## src/rtl/lsu_mem_access_pkg.sv

```systemverilog
// Shared types and encodings for the load/store memory-access stage.
package lsu_mem_access_pkg;

  localparam int unsigned DATA_W = 32;

  typedef enum logic [1:0] {
    LSU_ST_IDLE = 2'd0,
    LSU_ST_REQ  = 2'd1,
    LSU_ST_RESP = 2'd2,
    LSU_ST_DONE = 2'd3
  } lsu_state_e;

  localparam logic [2:0] MEM_CTRL_LB  = 3'b000;
  localparam logic [2:0] MEM_CTRL_LH  = 3'b001;
  localparam logic [2:0] MEM_CTRL_LW  = 3'b010;
  localparam logic [2:0] MEM_CTRL_LBU = 3'b100;
  localparam logic [2:0] MEM_CTRL_LHU = 3'b101;
  localparam logic [2:0] MEM_CTRL_SB  = MEM_CTRL_LB;
  localparam logic [2:0] MEM_CTRL_SH  = MEM_CTRL_LH;
  localparam logic [2:0] MEM_CTRL_SW  = MEM_CTRL_LW;

  typedef enum logic [1:0] {
    SZ_B = 2'd0,
    SZ_H = 2'd1,
    SZ_W = 2'd2
  } mem_size_e;

  // Store-side lane payload produced by the aligner.
  typedef struct packed {
    logic [3:0]        wstrb;
    logic [DATA_W-1:0] wdata;
    logic              misalign;
  } st_lane_t;

  // Access size for a func3 code; unknown codes behave as a word.
  function automatic mem_size_e mem_size(input logic [2:0] op);
    case (op)
      MEM_CTRL_LB, MEM_CTRL_LBU: mem_size = SZ_B;
      MEM_CTRL_LH, MEM_CTRL_LHU: mem_size = SZ_H;
      MEM_CTRL_LW:               mem_size = SZ_W;
      default:                   mem_size = SZ_W;
    endcase
  endfunction

endpackage

```

## src/rtl/lsu_mem_access_align.sv

```systemverilog
// Combinational lane steering: store strobes/data/misalign and load extraction/extension.
module lsu_mem_access_align
  import lsu_mem_access_pkg::*;
(
  input  logic [2:0]        st_op,
  input  logic [1:0]        st_lane,
  input  logic [DATA_W-1:0] st_data,
  output st_lane_t          st,
  input  logic [2:0]        ld_op,
  input  logic [1:0]        ld_lane,
  input  logic [DATA_W-1:0] ld_word,
  output logic [DATA_W-1:0] ld_data
);

  logic [DATA_W-1:0] ld_shift;
  logic              ld_signed;

  // Store direction; misalignment is judged on size alone, so loads reuse it.
  always_comb begin : store_lanes
    st = '0;
    case (st_op)
      MEM_CTRL_SB, MEM_CTRL_LBU: begin
        st.wstrb    = 4'b0001 << st_lane;
        st.wdata    = {4{st_data[7:0]}};
        st.misalign = 1'b0;
      end
      MEM_CTRL_SH, MEM_CTRL_LHU: begin
        st.wstrb    = 4'b0011 << st_lane;
        st.wdata    = {2{st_data[15:0]}};
        st.misalign = st_lane[0];
      end
      MEM_CTRL_SW: begin
        st.wstrb    = 4'b1111;
        st.wdata    = st_data;
        st.misalign = |st_lane;
      end
      default: begin
        st.wstrb    = 4'b1111;
        st.wdata    = st_data;
        st.misalign = |st_lane;
      end
    endcase
  end

  // Load direction: bring the addressed lane down to bit 0, then extend.
  always_comb begin : load_extract
    ld_shift  = ld_word >> {ld_lane, 3'b000};
    ld_signed = (ld_op == MEM_CTRL_LB) || (ld_op == MEM_CTRL_LH);
    case (mem_size(ld_op))
      SZ_B:    ld_data = ld_signed ? {{24{ld_shift[7]}}, ld_shift[7:0]}
                                   : {24'b0, ld_shift[7:0]};
      SZ_H:    ld_data = ld_signed ? {{16{ld_shift[15]}}, ld_shift[15:0]}
                                   : {16'b0, ld_shift[15:0]};
      default: ld_data = ld_shift;
    endcase
  end

endmodule

```

## src/rtl/lsu_mem_access.sv

```systemverilog
// Memory-access stage: one load/store per start over a valid/ready bus, with
// misalign detection, bus-error/timeout reporting and a busy stall.
module lsu_mem_access
  import lsu_mem_access_pkg::*;
#(
  parameter int unsigned ADDR_W      = 32,
  parameter int unsigned TIMEOUT_CYC = 255
) (
  input  logic              clk,
  input  logic              rst_n,
  input  logic              start,
  input  logic [2:0]        mem_op,
  input  logic              mem_wen,
  input  logic              mem_ren,
  input  logic [ADDR_W-1:0] addr,
  input  logic [DATA_W-1:0] wdata,
  output logic              busy,
  output logic              done,
  output logic [DATA_W-1:0] rdata,
  output logic              err_misalign,
  output logic              err_bus,
  output logic              bus_req_valid,
  input  logic              bus_req_ready,
  output logic [ADDR_W-1:0] bus_req_addr,
  output logic              bus_req_wen,
  output logic [DATA_W-1:0] bus_req_wdata,
  output logic [3:0]        bus_req_wstrb,
  input  logic              bus_rsp_valid,
  output logic              bus_rsp_ready,
  input  logic [DATA_W-1:0] bus_rsp_rdata,
  input  logic              bus_rsp_err
);

  localparam int unsigned CNT_W = (TIMEOUT_CYC < 2) ? 1 : $clog2(TIMEOUT_CYC + 1);

  lsu_state_e        state_q, state_d;
  logic [CNT_W-1:0]  cnt_q, cnt_d;
  logic [2:0]        op_q, op_d;
  logic [1:0]        lane_q, lane_d;
  logic              store_q, store_d;
  logic              busy_d, done_d, err_mis_d, err_bus_d;
  logic              req_valid_d, rsp_ready_d, req_wen_d;
  logic [DATA_W-1:0] rdata_d, req_wdata_d, ld_data;
  logic [ADDR_W-1:0] req_addr_d;
  logic [3:0]        req_wstrb_d;
  logic              timeout_hit;
  st_lane_t          st;

  lsu_mem_access_align u_align (
    .st_op   (mem_op),
    .st_lane (addr[1:0]),
    .st_data (wdata),
    .st      (st),
    .ld_op   (op_q),
    .ld_lane (lane_q),
    .ld_word (bus_rsp_rdata),
    .ld_data (ld_data)
  );

  assign timeout_hit = (TIMEOUT_CYC != 0) &&
                       ((32'(cnt_q) + 32'd1) == 32'(TIMEOUT_CYC));

  always_ff @(posedge clk or negedge rst_n) begin : state_reg
    if (!rst_n) begin
      state_q       <= LSU_ST_IDLE;
      cnt_q         <= '0;
      op_q          <= '0;
      lane_q        <= '0;
      store_q       <= 1'b0;
      busy          <= 1'b0;
      done          <= 1'b0;
      err_misalign  <= 1'b0;
      err_bus       <= 1'b0;
      rdata         <= '0;
      bus_req_valid <= 1'b0;
      bus_rsp_ready <= 1'b0;
      bus_req_addr  <= '0;
      bus_req_wen   <= 1'b0;
      bus_req_wdata <= '0;
      bus_req_wstrb <= '0;
    end else begin
      state_q       <= state_d;
      cnt_q         <= cnt_d;
      op_q          <= op_d;
      lane_q        <= lane_d;
      store_q       <= store_d;
      busy          <= busy_d;
      done          <= done_d;
      err_misalign  <= err_mis_d;
      err_bus       <= err_bus_d;
      rdata         <= rdata_d;
      bus_req_valid <= req_valid_d;
      bus_rsp_ready <= rsp_ready_d;
      bus_req_addr  <= req_addr_d;
      bus_req_wen   <= req_wen_d;
      bus_req_wdata <= req_wdata_d;
      bus_req_wstrb <= req_wstrb_d;
    end
  end

  // Next state plus the next value of every registered output.
  always_comb begin : next_logic
    state_d     = state_q;
    cnt_d       = cnt_q;
    op_d        = op_q;
    lane_d      = lane_q;
    store_d     = store_q;
    err_mis_d   = 1'b0;
    err_bus_d   = 1'b0;
    rdata_d     = rdata;
    req_addr_d  = bus_req_addr;
    req_wen_d   = bus_req_wen;
    req_wdata_d = bus_req_wdata;
    req_wstrb_d = bus_req_wstrb;

    case (state_q)
      LSU_ST_IDLE: begin
        if (start && (mem_wen || mem_ren)) begin
          op_d        = mem_op;
          lane_d      = addr[1:0];
          store_d     = mem_wen;
          req_addr_d  = {addr[ADDR_W-1:2], 2'b00};
          req_wen_d   = mem_wen;
          req_wdata_d = mem_wen ? st.wdata : '0;
          req_wstrb_d = mem_wen ? st.wstrb : 4'b0000;
          if (st.misalign) begin
            state_d   = LSU_ST_DONE;
            err_mis_d = 1'b1;
          end else begin
            state_d = LSU_ST_REQ;
          end
        end
      end
      LSU_ST_REQ: begin
        if (bus_req_valid && bus_req_ready) begin
          state_d = LSU_ST_RESP;
        end else if (timeout_hit) begin
          state_d   = LSU_ST_DONE;
          err_bus_d = 1'b1;
        end else begin
          cnt_d = cnt_q + CNT_W'(1);
        end
      end
      LSU_ST_RESP: begin
        if (bus_rsp_valid) begin
          state_d   = LSU_ST_DONE;
          err_bus_d = bus_rsp_err;
          if (!store_q && !bus_rsp_err) rdata_d = ld_data;
        end else if (timeout_hit) begin
          state_d   = LSU_ST_DONE;
          err_bus_d = 1'b1;
        end else begin
          cnt_d = cnt_q + CNT_W'(1);
        end
      end
      LSU_ST_DONE: state_d = LSU_ST_IDLE;
      default:     state_d = LSU_ST_IDLE;
    endcase

    if (state_d != state_q) cnt_d = '0;

    busy_d      = (state_d != LSU_ST_IDLE);
    done_d      = (state_d == LSU_ST_DONE);
    req_valid_d = (state_d == LSU_ST_REQ);
    rsp_ready_d = (state_d == LSU_ST_RESP);
  end

endmodule
```

## config.mk

```make
export PLATFORM = sky130hd
export DESIGN_NAME = lsu_mem_access
export DESIGN_NICKNAME = d
export VERILOG_FILES = /design/src/rtl/lsu_mem_access_pkg.sv /design/src/rtl/lsu_mem_access_align.sv /design/src/rtl/lsu_mem_access.sv
export SDC_FILE = /design/constraint.sdc
export NUM_CORES = 1
export LEC_CHECK = 0
export ABC_AREA = 1
export ABC_CLOCK_PERIOD_IN_PS = 2600
export BUFFER_PORTS_ARGS = -buffer_cell sky130_fd_sc_hd__buf_2
export CAP_MARGIN = 10
export CORE_UTILIZATION = 51
export DETAILED_ROUTE_END_ITERATION = 16
export GPL_ROUTABILITY_DRIVEN = 0
export MAX_ROUTING_LAYER = met4
export PLACE_DENSITY = 0.92
export SLEW_MARGIN = 20
export SYNTH_ARGS = -nofsm -noshare
export SYNTH_HDL_FRONTEND = slang
export SYNTH_HIERARCHICAL = 1
export SYNTH_SLANG_ARGS = --single-unit
```

## constraint.sdc

```tcl
create_clock -name clk -period 2.6 [get_ports clk]
set_input_delay 0.52 -clock clk [delete_from_list [all_inputs] [get_ports clk]]
set_output_delay 0.52 -clock clk [all_outputs]
set_load 0.03 [all_outputs]
```

# Yosys cells after proc, flatten, opt, wreduce, memory -nomap -nowiden
# Index checks and enable logic that the tools add are counted.
# totals
reg_bits	120
inputBits	107
# op_classes
n_addsub	2
n_eq_ne	17
shifts	3
n_mux	25
reduce_logical	21
# ops
cell	count
$mux W32	3
$pmux W37 S2	1
$pmux W32 S2	1
$mux W8	4
$shr A32 B5 Y32	1
$pmux W8 S2	1
$eq A3 B3 Y1 const B	4
$mux W2	5
$reduce_or A2 Y1	5
$add A8 B1 Y9 const B	1
$eq A9 B8 Y1 const B	1
$add A8 B1 Y8 const B	1
$eq A2 B2 Y1 const B	4
$pmux W2 S4	1
$eq A2 B1 Y1 const B	3
$eq A3 B1 Y1 const B	2
$logic_not A3 Y1	2
$mux W1	6
$ne A3 B3 Y1 const B	2
$reduce_and A3 Y1	2
$logic_not A2 Y1	2
$mux W4	1
$pmux W2 S2	1
$shl A1 B2 Y4 const A	1
9 further kinds	13

# Depth between registers and ports, before layout
# depth
word_depth	9
mapped_depth	14

# Cells and area by module
# Netlist, hierarchy kept.
# by_module_without_submodules
mod	instances	cells_per_inst	area_per_inst_um2	seq_area_each_um2
lsu_mem_access	1	527	5067.4	3002.9
lsu_mem_access_align	1	256	1365.1	0.0

# Least setup slack after synthesis
# OpenSTA, ideal clock, no wires.
# synth_path
path_type	flip-flop to flip-flop
from	reg cnt_q[0]
to	reg cnt_q[0]
setup_time_ns	0.120
arrival_ns	1.656
required_time_ns	2.480
path_slack_ns	0.824
path_stages_with_launch	14
period_less_slack_ns	1.776
path_cell_list	dfrtp_1 -> ha_1 -> nand3_1 -> nand2_1 -> nand2_1 -> nand3_1 -> nor2_2 -> nand2_4 -> nand2_4 -> nand3_4 -> nand2_4 -> nand2_2 -> nand3_4 -> nor2_2
# synth_between
elab_chain_cells	8
word_cells_on_any_way	17
cone_classes	add/sub (2); eq/ne (4); mux (9); reduce/logical (2)
# synth_rtl
item	line_no	source
start: declaration	lsu_mem_access.sv:37	logic [CNT_W-1:0] cnt_q, cnt_d;
start signal: assignment	lsu_mem_access.sv:83	cnt_q <= cnt_d;
$add A8 B1 Y9 *	lsu_mem_access.sv:61	((32'(cnt_q) + 32'd1) == 32'(TIMEOUT_CYC));
$eq A9 B8 Y1 *	lsu_mem_access.sv:61	
$mux W2 *	lsu_mem_access.sv:137, lsu_mem_access.sv:149	
$mux W2, on equally long branches	lsu_mem_access.sv:145, lsu_mem_access.sv:135	
$pmux W2 S4 *	lsu_mem_access.sv:116	case (state_q)
named net state_d[1]	lsu_mem_access.sv:36	lsu_state_e state_q, state_d;
$ne A2 B2 Y1 *	lsu_mem_access.sv:160	if (state_d != state_q) cnt_d = '0;
$ne A3 B3 Y1 (no source line) or $reduce_bool A3 Y1 (tied branches)	-	
$reduce_and A3 Y1 (no source line)	-	
# The timed path passes the listed nets; every way through them passes the cells marked *. The select of a mux whose other input is x is not followed.
# A chain may end at the register's enable or synchronous reset.

# Worst setup path after layout
# layout_path
from	reg cnt_q[0]
to	reg cnt_q[5]
# The elaborated chain is that of the path after synthesis.

==> flow_metrics.py <==
metrics = {
    "run_status": {
        "status": "finished, final reports clean",
    },
    "critical_path": {
        "cp-end-kind": "flip-flop",
        "crit_arrival_ns": 2.29,
        "crit_end": "cnt_q[5]",
        "start_kind": "flip-flop",
        "critical_path_required_ns": 2.89,
        "reg2regPathDepth": 12,
        "critPathLaunch": "cnt_q[0]",
        "crit_fanout": 8,
        "critPathKind": "flip-flop to flip-flop",
        "r2r_start": "cnt_q[0]",
        "r2r_slack_ns": 0.60,
        "r2r-end": "cnt_q[5]",
    },
    "yosys": {
        "synth_edf_count": 0,
        "syn_inst": 783,
        "avgSynthCellArea_um2": 8.215,
        "synth_seq_cells": 120,
        "synthFlopType": "dfrtp_1",
        "yosysSeqAreaShare": 0.4668,
        "synthArstFlopShare": 1.000,
        "yosysUniqueCellTypes": 33,
        "ys_warn_count": 6,
        "synth_area_um2": 6432,
    },
    "power": {
        "seqPwrFrac": 0.307,
        "comb_power_share": 0.485,
        "ir_drop_uv": 841.2,
        "sw_frac_of_total": 0.4648,
        "p_int_uw": 5570,
        "power_uw": 10410,
        "pwr-share-clk": 0.208,
        "p_sw_uw": 4837,
        "pwr_density_cell_nw_per_um2": 1296,
        "power_leakage_uw": 0.004457,
    },
    "flow_run": {
        "maxCapViolCount": 0,
    },
    "final_layout": {
        "diodes": 0,
        "final_util": 0.6604,
        "layout-drive-gt1-share": 0.3493,
        "area_growth_pct": 24.86,
        "finalNonFillerCells": 1150,
        "mostFrequentLayoutCells": "nand2_1 (315), buf_2 (210), dfrtp_1 (120)",
        "layout_commonest_cell": "nand2_1",
        "fin_nets": 1083,
    },
    "die": {
        "core_area_um2": 12160,
        "row_count": 40,
        "dieArea_um2": 13070,
        "die_h_um": 114.3,
        "pin_count": 214,
        "start_util": 0.5289,
        "fp.dieW_um": 114.3,
    },
    "global_route": {
        "grt_max_degree": 121,
        "grt.overflow.total": 0,
        "grt_pass1_vias": 5626,
        "track_usage": 0.2714,
        "grt_pass1_wl_um": 26690,
        "antenna_found_initial": 0,
    },
    "cts": {
        "clk-insertion-delay-late_ns": 0.41,
        "cts_max_path_buffers": 2,
        "tritoncts": "built",
        "cts.sinks": 120,
        "hold_buffers": 0,
        "htree_levels": 4,
        "root_buffer": "clkbuf_16",
        "clkTransAtPathRegs_ns": 0.05,
        "cts_buffers": 17,
        "post_cts_buffers": 0,
        "cts-resized-gates": 0,
    },
    "placed_design": {
        "dpl.hpwl_um": 11600,
        "dp.cells": 1119,
        "port_buffers": 211,
    },
    "timing": {
        "final-setup-viol-count": 0,
        "slew_headroom": 0.5173,
        "setup_tns_ns": 0,
        "rsz0062_at_grt": "no",
        "skew_ns": 0.009466,
        "slew_viol_final": 0,
        "tightest_slew_ns": 0.7240,
        "finalHoldViolCount": 0,
        "fin_crit_ns": 1.998,
        "fmaxAchievable_ghz": 0.5006,
        "fin_crit_sh": 0.7683,
    },
    "routing": {
        "totalWireLength_um": 16500,
        "drtIter0Drc": 514,
        "num_vias": 5953,
        "firstDrtPassIters": 5,
        "route.detailed.drc": 0,
        "via_per_inst": 5.177,
        "postRouteAntennaNets": 0,
        "routedWlPerCell_um": 14.35,
    },
    "worst_hold_path": {
        "hold_path.class": "input port to async pin",
    },
}
[final cells by class]
cell class                      instances  area (um^2)
Clock buffer                           24        471.7
Clock inverter                          7        71.32
Fill cell                             987         4130
Inverter                               48        182.7
Multi-Input combinational cell        564         2949
Sequential cell                       120         3003
Tap cell                              168        210.2
Timing Repair Buffer                  219         1144
[registers in the layout, indices dropped and copies added (netlist names), 2 cells and up]
register       flops
bus_req_wdata     32
rdata             32
bus_req_addr      30
cnt_q              8
bus_req_wstrb      4
op_q               3
lane_q             2
state_q            2
[power by group through the flow]
stage | registers, uW | logic (uW) | clock network, uW
3_3_place_gp | 3180 | 4920 | 0
4_1_cts | 3190 | 5080 | 2190
5_1_grt | 3280 | 5490 | 2290
6_report | 3190 | 5050 | 2160
2_1_floorplan | 4560 | 2340 | 0
3_5_place_dp | 3190 | 5070 | 0
[worst min path at each step]
stage | startpoint | end | slack (ns) | cells after the start
finish | rst_n | err_bus | 0.20 | 2
global route | rst_n | err_bus | 0.23 | 2
CTS | rst_n | rdata[21] | 0.24 | 2
detailed placement | bus_req_addr[9] | bus_req_addr[9] | 0.46 | 2
global placement | bus_req_addr[29] | bus_req_addr[29] | 0.46 | 2
floorplan | rst_n | bus_req_addr[10] | 0.22 | 0
[worst max-delay path, stage by stage (launching register included)]
cell,delay [ns]
dfrtp_1,0.46
ha_1,0.27
nand3_1,0.13
o21bai_1,0.15
nand2_1,0.09
nor2_2,0.15
nand2_4,0.10
nand2_4,0.08
nand3_4,0.07
nand2_4,0.10
nand2_2,0.07
nand3_4,0.17
nor2_2,0.04
[kinds of logic after synthesis]
group,Yosys count,share of synthesized area
AO/OA/AOI/OAI,100,0.08772
AND/OR/NAND/NOR,423,0.2994
other,1,0.0005830
XOR/XNOR,1,0.001362
adder cells (fa/ha/maj),6,0.01167
multiplexers,32,0.05602
buffers and inverters,100,0.07645
flip-flops,120,0.4668
[stage by stage]
stage,cell area [um^2],worst slack [ns],hold slack [ns]
floorplan,6436,0.8239,0.2244
detailed placement,7488,0.4015,0.4595
CTS,8031,0.5901,0.2378
finish,8031,0.6025,0.1957
global placement,7488,0.4822,0.4584
global route,8031,0.4309,0.2258
[metal layers]
layer / GRT usage / vias up / part of all wire
met4: 0.08312 / 0 / 0.014
li1: - / 2860 / -
met5: - / - / 0
met2: 0.4388 / 276 / 0.49
met3: 0.07464 / 23 / 0.078
met1: 0.3323 / 2794 / 0.42
[cell usage after synthesis (6+ instances only)]
master | n | area (um^2)
nand3_2 | 17 | 170.2
o21ai_0 | 63 | 315.3
clkbuf_1 | 17 | 63.81
nand2_1 | 316 | 1186
ha_1 | 6 | 75.07
inv_2 | 7 | 26.28
buf_4 | 14 | 105.1
dfrtp_1 | 120 | 3003
a21oi_1 | 11 | 55.05
a22oi_1 | 7 | 52.55
nor2_1 | 21 | 78.83
nor2_2 | 11 | 68.82
mux2_2 | 32 | 360.4
nand2_2 | 15 | 93.84
o211ai_1 | 15 | 112.6
inv_1 | 38 | 142.6
nand3_1 | 24 | 120.1
buf_2 | 16 | 80.08
(Power assumes the default switching activity.)
